$ cat src/rtl/sorter9_pkg.sv
// Shared constants for the sorter9 3x3 min/median/max block.
// Optional build macro: SORTER9_PIPE_EN (adds a mid-network register, latency 2).
package sorter9_pkg;

  // Default sample width.
  localparam int SORTER9_DW_DEF    = 8;

  // Network latency options.
  localparam int SORTER9_LAT_COMB  = 1;
  localparam int SORTER9_LAT_PIPE  = 2;

  // Window size and odd-even transposition network shape (N stages sort N items).
  localparam int SORTER9_N         = 9;
  localparam int SORTER9_STAGES    = 9;
  // Number of stages ahead of the optional mid-network register.
  localparam int SORTER9_MID_STAGE = 5;

  // Ranks of interest in the ascending sort.
  localparam int SORTER9_IDX_MIN   = 0;
  localparam int SORTER9_IDX_MED   = 4;
  localparam int SORTER9_IDX_MAX   = 8;

`ifdef SORTER9_PIPE_EN
  localparam int SORTER9_LATENCY   = SORTER9_LAT_PIPE;
`else
  localparam int SORTER9_LATENCY   = SORTER9_LAT_COMB;
`endif

endpackage

$ cat src/rtl/sorter9_cmp_swap.sv
// Compare-exchange element: orders two unsigned operands into (lo, hi).
// Equal operands pass through in their original positions.
module cmp_swap
  import sorter9_pkg::*;
#(
  parameter int DATA_WIDTH = SORTER9_DW_DEF
)
(
  input  logic [DATA_WIDTH-1:0] a,
  input  logic [DATA_WIDTH-1:0] b,
  output logic [DATA_WIDTH-1:0] lo,
  output logic [DATA_WIDTH-1:0] hi
);

  // Swap only when strictly out of order so equal values are untouched.
  always_comb begin
    if (a > b) begin
      lo = b;
      hi = a;
    end else begin
      lo = a;
      hi = b;
    end
  end

endmodule

$ cat src/rtl/sorter9.sv
// sorter9: min / median / max of a 3x3 window of unsigned samples.
// A 9-stage odd-even transposition network of cmp_swap elements fully sorts
// the window; ranks 0, 4 and 8 are registered onto min, med and max.
// Build option SORTER9_PIPE_EN registers the network after stage 5, giving a
// latency of 2 cycles instead of 1 with the same 1 window/cycle throughput.
module sorter9
  import sorter9_pkg::*;
#(
  parameter int DATA_WIDTH = SORTER9_DW_DEF
)
(
  input  logic                  clk,
  input  logic                  rst_n,
  input  logic                  in_valid,
  input  logic [DATA_WIDTH-1:0] in_1,
  input  logic [DATA_WIDTH-1:0] in_2,
  input  logic [DATA_WIDTH-1:0] in_3,
  input  logic [DATA_WIDTH-1:0] in_4,
  input  logic [DATA_WIDTH-1:0] in_5,
  input  logic [DATA_WIDTH-1:0] in_6,
  input  logic [DATA_WIDTH-1:0] in_7,
  input  logic [DATA_WIDTH-1:0] in_8,
  input  logic [DATA_WIDTH-1:0] in_9,
  output logic [DATA_WIDTH-1:0] min,
  output logic [DATA_WIDTH-1:0] med,
  output logic [DATA_WIDTH-1:0] max,
  output logic                  out_valid
);

  logic [DATA_WIDTH-1:0] win_s    [SORTER9_N];
  logic [DATA_WIDTH-1:0] mid_s    [SORTER9_N];
  logic [DATA_WIDTH-1:0] mid_in_s [SORTER9_N];
  logic [DATA_WIDTH-1:0] srt_s    [SORTER9_N];
  logic                  mid_valid_s;

  logic [DATA_WIDTH-1:0] min_d, min_q;
  logic [DATA_WIDTH-1:0] med_d, med_q;
  logic [DATA_WIDTH-1:0] max_d, max_q;
  logic                  out_valid_d, out_valid_q;

  assign win_s[0] = in_1;
  assign win_s[1] = in_2;
  assign win_s[2] = in_3;
  assign win_s[3] = in_4;
  assign win_s[4] = in_5;
  assign win_s[5] = in_6;
  assign win_s[6] = in_7;
  assign win_s[7] = in_8;
  assign win_s[8] = in_9;

  // Odd-even transposition network: even stages pair (0,1)..(6,7) and pass
  // item 8 through; odd stages pair (1,2)..(7,8) and pass item 0 through.
  for (genvar s = 0; s < SORTER9_STAGES; s++) begin : g_stage
    logic [DATA_WIDTH-1:0] a_s [SORTER9_N];
    logic [DATA_WIDTH-1:0] y_s [SORTER9_N];

    if (s == 0) begin : g_src_win
      assign a_s = win_s;
    end else if (s == SORTER9_MID_STAGE) begin : g_src_mid
      assign a_s = mid_in_s;
    end else begin : g_src_prev
      assign a_s = g_stage[s-1].y_s;
    end

    for (genvar p = 0; p < 4; p++) begin : g_pair
      localparam int LO = (s % 2) + 2 * p;
      cmp_swap #(.DATA_WIDTH(DATA_WIDTH)) u_cmp (
        .a  (a_s[LO]),
        .b  (a_s[LO+1]),
        .lo (y_s[LO]),
        .hi (y_s[LO+1])
      );
    end

    if ((s % 2) == 0) begin : g_pass_top
      assign y_s[SORTER9_N-1] = a_s[SORTER9_N-1];
    end else begin : g_pass_bot
      assign y_s[0] = a_s[0];
    end
  end

  assign mid_s = g_stage[SORTER9_MID_STAGE-1].y_s;
  assign srt_s = g_stage[SORTER9_STAGES-1].y_s;

`ifdef SORTER9_PIPE_EN
  logic [DATA_WIDTH-1:0] mid_d [SORTER9_N];
  logic [DATA_WIDTH-1:0] mid_q [SORTER9_N];
  logic                  mid_valid_d, mid_valid_q;

  // Next state of the mid-network register; data only moves with a valid window.
  always_comb begin
    mid_valid_d = in_valid;
    for (int i = 0; i < SORTER9_N; i++) begin
      if (in_valid) begin
        mid_d[i] = mid_s[i];
      end else begin
        mid_d[i] = mid_q[i];
      end
    end
  end

  // Mid-network register; reset flushes any window in flight.
  always_ff @(posedge clk or negedge rst_n) begin
    if (!rst_n) begin
      mid_valid_q <= 1'b0;
      for (int i = 0; i < SORTER9_N; i++) begin
        mid_q[i] <= '0;
      end
    end else begin
      mid_valid_q <= mid_valid_d;
      for (int i = 0; i < SORTER9_N; i++) begin
        mid_q[i] <= mid_d[i];
      end
    end
  end

  assign mid_in_s    = mid_q;
  assign mid_valid_s = mid_valid_q;
`else
  assign mid_in_s    = mid_s;
  assign mid_valid_s = in_valid;
`endif

  // Output next state: load the selected ranks on a valid window, else hold.
  always_comb begin
    out_valid_d = mid_valid_s;
    if (mid_valid_s) begin
      min_d = srt_s[SORTER9_IDX_MIN];
      med_d = srt_s[SORTER9_IDX_MED];
      max_d = srt_s[SORTER9_IDX_MAX];
    end else begin
      min_d = min_q;
      med_d = med_q;
      max_d = max_q;
    end
  end

  // Output registers; asynchronous reset clears results and valid at once.
  always_ff @(posedge clk or negedge rst_n) begin
    if (!rst_n) begin
      min_q       <= '0;
      med_q       <= '0;
      max_q       <= '0;
      out_valid_q <= 1'b0;
    end else begin
      min_q       <= min_d;
      med_q       <= med_d;
      max_q       <= max_d;
      out_valid_q <= out_valid_d;
    end
  end

  assign min       = min_q;
  assign med       = med_q;
  assign max       = max_q;
  assign out_valid = out_valid_q;

endmodule

$ cat config.mk
export PLATFORM = sky130hd
export DESIGN_NAME = sorter9
export DESIGN_NICKNAME = d
export VERILOG_FILES = /design/src/rtl/sorter9_pkg.sv /design/src/rtl/sorter9_cmp_swap.sv /design/src/rtl/sorter9.sv
export SDC_FILE = /design/constraint.sdc
export NUM_CORES = 1
export LEC_CHECK = 0
export BUFFER_PORTS_ARGS = -buffer_cell sky130_fd_sc_hd__buf_2
export CAP_MARGIN = 20
export CORE_UTILIZATION = 56
export DETAILED_ROUTE_END_ITERATION = 10
export PLACE_DENSITY = 0.79
export SETUP_SLACK_MARGIN = 0.15
export SLEW_MARGIN = 30
export SYNTH_ARGS = -nofsm -noshare
export SYNTH_HDL_FRONTEND = slang
export SYNTH_SLANG_ARGS = --single-unit
$ cat constraint.sdc
create_clock -name clk -period 1.2 [get_ports clk]
set_input_delay 0.06 -clock clk [delete_from_list [all_inputs] [get_ports clk]]
set_output_delay 0.06 -clock clk [all_outputs]
set_load 0.1 [all_outputs]
==> impl_metrics.yaml, run 1 <==
synth:
  yosysTopAreaCellShare_pct: 19.5
  post_synth.cell_area_avg_um2: 7.25
  yosys_warnings: 0
  synth-async-reset-ratio_pct: 100
  synth-edff-count: 0
  synth_ff_type: "dfrtp_1"
  syn_nets: 2337
  yosysSeqAreaShare_pct: 4.25
  synthTopCellsByArea: "ha_1 20%, mux2i_1 15%, a21oi_1 6.7%"
  synth_cell_types: 125
  ys_ff_latch: 25
  synthCells: 2032
  synth_area_um2: 14700
  yosysTopAreaCell: "ha_1"
outcome:
  status: "aborted with a tool error"
  firstError: "[ERROR DPL-0038] Utilization greater than 100%, impossible to legalize"
  haltStage: "clock tree synthesis"
clocking:
  cts_num_sinks: 25
  cts.path.max_buffers: 2
  ctsHoldBuffers: 1
  postCtsSetupBuffers: 142
  cts_resized: 416
  root_buffer: "clkbuf_16"
  cts_inserted_buffers: 3
  htree_levels: 1
die:
  die_y_um: 164
  ios: 100
  die_w_um: 164
  row_count: 58
  start_util_pct: 57.8
placed_design:
  gp_congestion: 0.988
  io_buffers: 99
  place_hpwl_um: 60000
==> stage by stage <==
step,TNS [ps],cell area [um^2],instances,util [%],worst slack (ps)
detailed placement,-376350,23100,3314,90.5,-16410
global placement,-335750,23100,3314,90.5,-14570
floorplan,-343210,15600,2032,-,-15370
==> cell usage after synthesis (all sizes together), types with 7 or more instances <==
library cell / n
o22ai: 14
or3: 7
nand2b: 37
and3: 19
a211oi: 28
inv: 216
nor3: 16
ha: 230
a211o: 9
nand3: 39
mux2i: 228
buf: 16
dfrtp: 25
and4: 14
xnor2: 17
o211ai: 17
clkbuf: 42
nand2: 155
and2: 24
a31oi: 28
or2: 12
a21o: 45
o21ai: 124
nor2: 202
o21a: 20
mux2: 37
a21oi: 203
xor2: 8
o31ai: 11
o22a: 7
nor2b: 30
nand4: 26
==> cells by family after synthesis <==
kind of cell    synth area share [%]
fa+ha+maj                       20.0
xor+xnor                        1.59
mux                             18.5
buf+inv                         7.19
compound gates                  28.9
simple gates                    19.6
flops                           4.25
==> run 2, diff against run 1 <==
CORE_UTILIZATION = 40   (was 56)
PLACE_DENSITY = default   (was 0.79)
PLACE_DENSITY_LB_ADDON = 0.15   (was default)
SETUP_SLACK_MARGIN = default   (was 0.15)
==> impl_metrics.yaml, run 2 <==
synth:
  synth_ff_type: "dfrtp_1"
  synth-edff-count: 0
  synth_area_um2: 14700
  synth_cell_types: 125
  synthTopCellsByArea: "ha_1 20%, mux2i_1 15%, a21oi_1 6.7%"
  synth_most_common_cell: "ha_1"
  yosys-top-cells-count: "230 x ha_1, 226 x mux2i_1, 215 x inv_1"
  yosys_warnings: 0
  yosysSeqAreaShare_pct: 4.25
  synth-async-reset-ratio_pct: 100
  yosysTopAreaCellShare_pct: 19.5
  synthCells: 2032
  post_synth.cell_area_avg_um2: 7.25
  yosysTopAreaCell: "ha_1"
  ys_ff_latch: 25
  syn_nets: 2337
setup_path:
  max_stage_delay_ps: 400
  required_ps: 1350
  crit_path_end_kind: "flip-flop"
  arrival_ps: 16380
  cp_slowest_cell: "or3_4"
  worstPathMaxFanout: 8
  rr_worst_depth: 2
  critPathKind: "in -> reg"
  cp-start-kind: "primary input"
global_route:
  first_global_vias: 19800
  grt_max_degree: 26
  grt_first_pass_wirelength_um: 91100
  grt_overflow_total: 0
  track_usage_pct: 28.7
  antenna_found_initial: 0
sta:
  rsz0062_at_grt: "yes"
  slew_violations: 0
  setup_violations: 24
  tightest_slew_ps: 696
  fmaxAchievable_mhz: 61.6
  finalCritPeriodShare_pct: 1350
  hold_viol_final: 0
  postLayoutSetupSlackWorst_ps: -15030
  min_period_ps: 16230
  slew_headroom_pct: 53.1
  clock_skew_ps: 0
route:
  vias_per_cell: 5.45
  routedWlPerCell_um: 16.6
  ant_nets: 0
  vias: 19900
  drtIter0Drc: 956
  dr.pass1.iters: 5
  drc: 0
  wirelength_um: 60500
clocking:
  clkSlewWorstSetupHoldPaths_ps: 60
  htree_levels: 1
  cts_inserted_buffers: 3
  root_buffer: "clkbuf_16"
  insertion_delay_ps: 270
  cts.path.max_buffers: 2
  cts_num_sinks: 25
  cts_tree: "built"
die:
  row_count: 69
  core_area_um2: 35900
  ios: 100
  dieArea_um2: 37600
  die_w_um: 194
  start_util_pct: 41.0
  die_y_um: 194
cells_and_area:
  layout_common_cells: "1059 x buf_4, 187 x inv_1, 185 x ha_1"
  syn_to_final_growth_pct: 83.6
  layout_commonest_cell: "buf_4"
  nNetsFinal: 3496
  finish.instance_area_um2: 27000
  drive_gt1_share_pct: 52.2
  antenna_cells: 0
placed_design:
  io_buffers: 99
  gp_congestion: 0.964
  place_hpwl_um: 46200
  dpl_cell_area_um2: 23700
min_path:
  min_path_cells: 2
  holdCritPathClass: "in -> reg"
flow_run:
  drv_cap: 0
outcome:
  status: "complete, but fails checks"
  violations: "negative setup slack"
-- run 2: cell counts after synthesis --
Identical to the previous run, type by type.
-- run 2: final timing paths --
path | startpoint | endpoint | slack, ps
hold reg to reg | max[0] | max[0] | 510
min in group asynchronous | rst_n | min[3] | 330
max in group asynchronous | rst_n | max[3] | 470
hold / removal | in_valid | out_valid | 160
setup reg to reg | med[6] | med[6] | 250
setup / recovery | in_3[1] | med[3] | -15030
-- run 2: repair_timing --
action	CTS	global route
hold buffers	1	0
setup buffers	102	47
endpoints found under the setup margin	24	24
hold endpoints to repair	25	0
gates cloned	7	1
resized for setup	187	223
pin swaps	77	92
-- run 2: cells by family after synthesis --
family | count (synthesis) | share of synthesized area [%]
flip-flops | 25 | 4.25
AO/OA/AOI/OAI | 609 | 28.9
XOR/XNOR | 25 | 1.59
adder cells (fa/ha/maj) | 236 | 20.0
buffers and inverters | 274 | 7.19
AND/OR/NAND/NOR | 598 | 19.6
multiplexers | 265 | 18.5
-- run 2: per-layer routing --
layer,vias up,track usage [%],part of all wire (%)
li1,9803,-,-
met1,9426,34.8,42
met2,497,54.7,51
met3,155,1.81,3.5
met4,0,6.67,3.1
met5,-,0,0
-- run 2: layout make-up --
cell class	count	area, um^2
sequential	25	626
clock buffer	3	75.1
inverter	216	816
timing repair buffer	1209	9450
tap	461	577
fill	2539	8870
multi-input combinational	1736	15500
clock inverter	1	5.00
-- run 2: stage by stage --
| stage | std cells | hold WS [ps] | setup slack (ps) | utilization [%] | TNS, ps |
|---|---|---|---|---|---|
| 4_1_cts | 3606 | 152 | -14280 | 71.3 | -329100 |
| 6_report | 3651 | 158 | -15030 | 75.3 | -342810 |
| 2_1_floorplan | 2032 | -236 | -15370 | - | -343210 |
| 5_1_grt | 3651 | 163 | -15760 | 75.3 | -359290 |
| 3_5_place_dp | 3492 | 107 | -15350 | 66.1 | -354480 |
| 3_3_place_gp | 3492 | 85.4 | -14750 | 66.1 | -339800 |
-- run 2: critical path, delay by kind of cell --
kind / cells / cell delay, ps
buf+inv: 14 / 1790
fa+ha+maj: 9 / 2420
compound gates: 37 / 6210
simple gates: 24 / 3360
mux: 10 / 2530
Power of run 2 is left out: the tool's default activity adds up to more than one toggle a clock period on the data nets, which glitch-free logic cannot reach.
==> run 3, diff against run 2 <==
clock period = 18.9 ns   (was 1.2 ns; I/O delays follow)
==> impl_metrics.yaml, run 3 (synthesis gave the netlist of run 2 again) <==
sta:
  finalCritPeriodShare_pct: 94.7
  setup_violations: 0
  postLayoutSetupSlackWorst_ps: 1010
  min_period_ps: 17890
  tightest_slew_ps: 904
  clock_skew_ps: 0
  rsz0062_at_grt: "yes"
  fmaxAchievable_mhz: 55.9
  finalSetupTns_ps: 0
  slew_violations: 0
  hold_viol_final: 0
  slew_headroom_pct: 39.1
die:
  row_count: 69
  ios: 100
  die_w_um: 194
  core_area_um2: 35900
  start_util_pct: 41.0
  dieArea_um2: 37600
  die_y_um: 194
clocking:
  ctsHoldBuffers: 0
  htree_levels: 1
  cts_tree: "built"
  insertion_delay_ps: 260
  cts_inserted_buffers: 3
  cts.path.max_buffers: 2
  root_buffer: "clkbuf_16"
  cts_num_sinks: 25
  clkSlewWorstSetupHoldPaths_ps: 70
route:
  vias: 15300
  vias_per_cell: 5.65
  wirelength_um: 44900
  drc: 0
  ant_nets: 0
  dr.pass1.iters: 6
  routedWlPerCell_um: 16.5
  drtIter0Drc: 728
global_route:
  track_usage_pct: 22.6
  first_global_vias: 14300
  grt_first_pass_wirelength_um: 71200
  antenna_found_initial: 0
  grt_overflow_total: 0
  grt_max_degree: 31
placed_design:
  place_hpwl_um: 38000
  io_buffers: 99
  pre_cts_slack_ps: -685
  gp_congestion: 0.926
  dp.cells: 2669
cells_and_area:
  drive_gt1_share_pct: 22.7
  instances_no_fill: 2712
  layout_common_cells: "229 x ha_1, 215 x inv_1, 194 x nor2_1"
  antenna_cells: 0
  layout_commonest_cell: "ha_1"
  fill_cells: 3523
  nNetsFinal: 2557
  syn_to_final_growth_pct: 21.2
setup_path:
  crit_buf_inv: 12
  critical_path.top_delay_family: "compound AO/OA/AOI/OAI gates"
  max_stage_delay_ps: 580
  critPathKind: "in -> reg"
  reg2reg_slack_ps: 17980
  cp_slowest_cell: "or4b_1"
  worstPathMaxFanout: 19
  cp-start-kind: "primary input"
  arrival_ps: 18040
  crit_top_cell: "ha_1"
  crit_path_end_kind: "flip-flop"
  required_ps: 19050
flow_run:
  drv_cap: 0
min_path:
  holdCritPathClass: "reg -> reg"
outcome:
  status: "finished clean"
==> run 3: final timing paths <==
check	startpoint	to	depth (start not counted)
setup / recovery	in_4[1]	med[3]	89
hold / removal	min[7]	min[7]	1
setup reg to reg	med[5]	med[5]	2
hold reg to reg	min[7]	min[7]	1
max in group asynchronous	rst_n	max[3]	1
min in group asynchronous	rst_n	min[3]	1
==> run 3: per-stage QoR <==
stage | instance area, um^2 | utilization [%] | hold WS (ps)
6_report | 17800 | 49.7 | 478
5_1_grt | 17800 | 49.7 | 505
4_1_cts | 16800 | 46.8 | 483
3_5_place_dp | 16700 | 46.4 | 467
3_3_place_gp | 16700 | 46.4 | 462
2_1_floorplan | 14800 | - | 649
==> run 3: metal layers <==
metal  up-vias  share of wire, %  global-route usage [%]
met1      7083                49                    30.9
met3        57               2.1                    1.36
met2       256                47                    39.3
met5         -                 0                       0
met4         0               1.8                    4.35
li1       7916                 -                       -
==> run 3: timing repair <==
item,in CTS,in global routing
cloned,0,2
pin swaps,0,21
setup endpoints to repair,5,16
gates resized for setup,17,160
setup buffers,0,37
==> run 3: worst register-to-register path, delay by kind of cell (launching register included) <==
family / cells / cell delay [ps]
flops: 1 / 390
simple gates: 1 / 270
compound gates: 1 / 130
==> run 3: area by class of cell <==
type                       instances  area [um^2]  share of cell area, %
clock inverter                     1         7.51                 0.0421
timing repair buffer             272         1960                   11.0
sequential                        25          626                   3.51
inverter                         216          811                   4.54
tap                              461          577                   3.23
clock buffer                       3         75.1                  0.421
multi-input combinational       1734        13800                   77.3
Power of run 3 is left out for the same reason.
==> run 4, diff against run 3 <==
SYNTH_HIERARCHICAL = 1   (was default)
==> impl_metrics.yaml, run 4 <==
outcome:
  status: "finished clean"
route:
  vias_per_cell: 5.10
  vias: 10700
  dr.pass1.iters: 4
  drc: 0
  drtIter0Drc: 267
  ant_nets: 0
  routedWlPerCell_um: 16.3
  wirelength_um: 34300
die:
  start_util_pct: 40.6
  core_area_um2: 40800
  die_w_um: 206
  ios: 100
  die_y_um: 206
  dieArea_um2: 42300
  row_count: 74
setup_path:
  max_stage_delay_ps: 520
  cp-start-kind: "primary input"
  arrival_ps: 15610
  critical_path.top_delay_family: "compound AO/OA/AOI/OAI gates"
  worstPathMaxFanout: 16
  crit_top_cell: "mux2_2"
  crit_buf_inv: 4
  required_ps: 19060
  crit_path_end_kind: "flip-flop"
  cp_slowest_cell: "o22ai_4"
  critPathKind: "in -> reg"
sta:
  tightest_slew_ps: 817
  slew_violations: 0
  finalSetupTns_ps: 0
  clock_skew_ps: 0
  hold_viol_final: 0
  rsz0062_at_grt: "no"
  finalCritPeriodShare_pct: 81.7
  slew_headroom_pct: 45.5
  fmaxAchievable_mhz: 64.7
  hold_ws_ps: 505
  min_period_ps: 15450
  setup_violations: 0
cells_and_area:
  layout_commonest_cell: "mux2_4"
  layout_common_cells: "334 x mux2_4, 272 x inv_1, 272 x ha_1"
  nNetsFinal: 1914
  finish.instance_area_um2: 17100
  drive_gt1_share_pct: 52.8
  antenna_cells: 0
  syn_to_final_growth_pct: 3.08
  postLayoutCoreUtil_pct: 41.9
global_route:
  grt_first_pass_wirelength_um: 56600
  antenna_found_initial: 0
  track_usage_pct: 16.4
  first_global_vias: 11200
  grt_max_degree: 26
  grt_overflow_total: 0
clocking:
  cts_tree: "built"
  cts_resized: 0
  cts.path.max_buffers: 2
  root_buffer: "clkbuf_16"
  htree_levels: 1
  ctsHoldBuffers: 0
  cts_inserted_buffers: 3
  clkSlewWorstSetupHoldPaths_ps: 70
  insertion_delay_ps: 270
  cts_num_sinks: 25
  postCtsSetupBuffers: 0
flow_run:
  drv_cap: 0
synth:
  synthCells: 1500
  synth_area_um2: 16600
  yosys_warnings: 6
  post_synth.cell_area_avg_um2: 11.1
  syn_nets: 1847
min_path:
  holdCritPathClass: "reg -> reg"
placed_design:
  gp_congestion: 0.804
  io_buffers: 99
  place_hpwl_um: 31000
  dpl_cell_area_um2: 17000
-- run 4: path summary, 6_finish.rpt --
| path | from | to | slack (ps) | cells after the start |
|---|---|---|---|---|
| min | min[5] | min[5] | 500 | 1 |
| max reg2reg | max[0] | max[0] | 18100 | 1 |
| min reg2reg | min[5] | min[5] | 500 | 1 |
| max | in_2[7] | med[7] | 3450 | 53 |
| min in group asynchronous | rst_n | med[5] | 680 | 1 |
| max in group asynchronous | rst_n | med[0] | 17840 | 1 |
-- run 4: metal layers --
layer	vias up	global-route usage, %	routed length [um]
met2	69	29.9	16800
met3	12	0.966	452
met4	0	0.979	143
met1	5016	21.9	16900
li1	5610	-	-
met5	-	0	0
-- run 4: per-stage QoR --
stage	cells	setup slack, ps
2_1_floorplan	1500	5750
3_3_place_gp	2094	3420
4_1_cts	2098	3450
6_report	2098	3450
3_5_place_dp	2094	3180
5_1_grt	2098	2660
-- run 4: cell type report --
cell class	count	area (um^2)
clock buffers	3	75.1
clock inverters	1	7.51
fillers	3978	23700
inverters	272	1020
multi-input cells	1166	14200
flip-flops and latches	25	626
well taps	532	666
repair buffers	99	495
Power of run 4 is left out for the same reason.
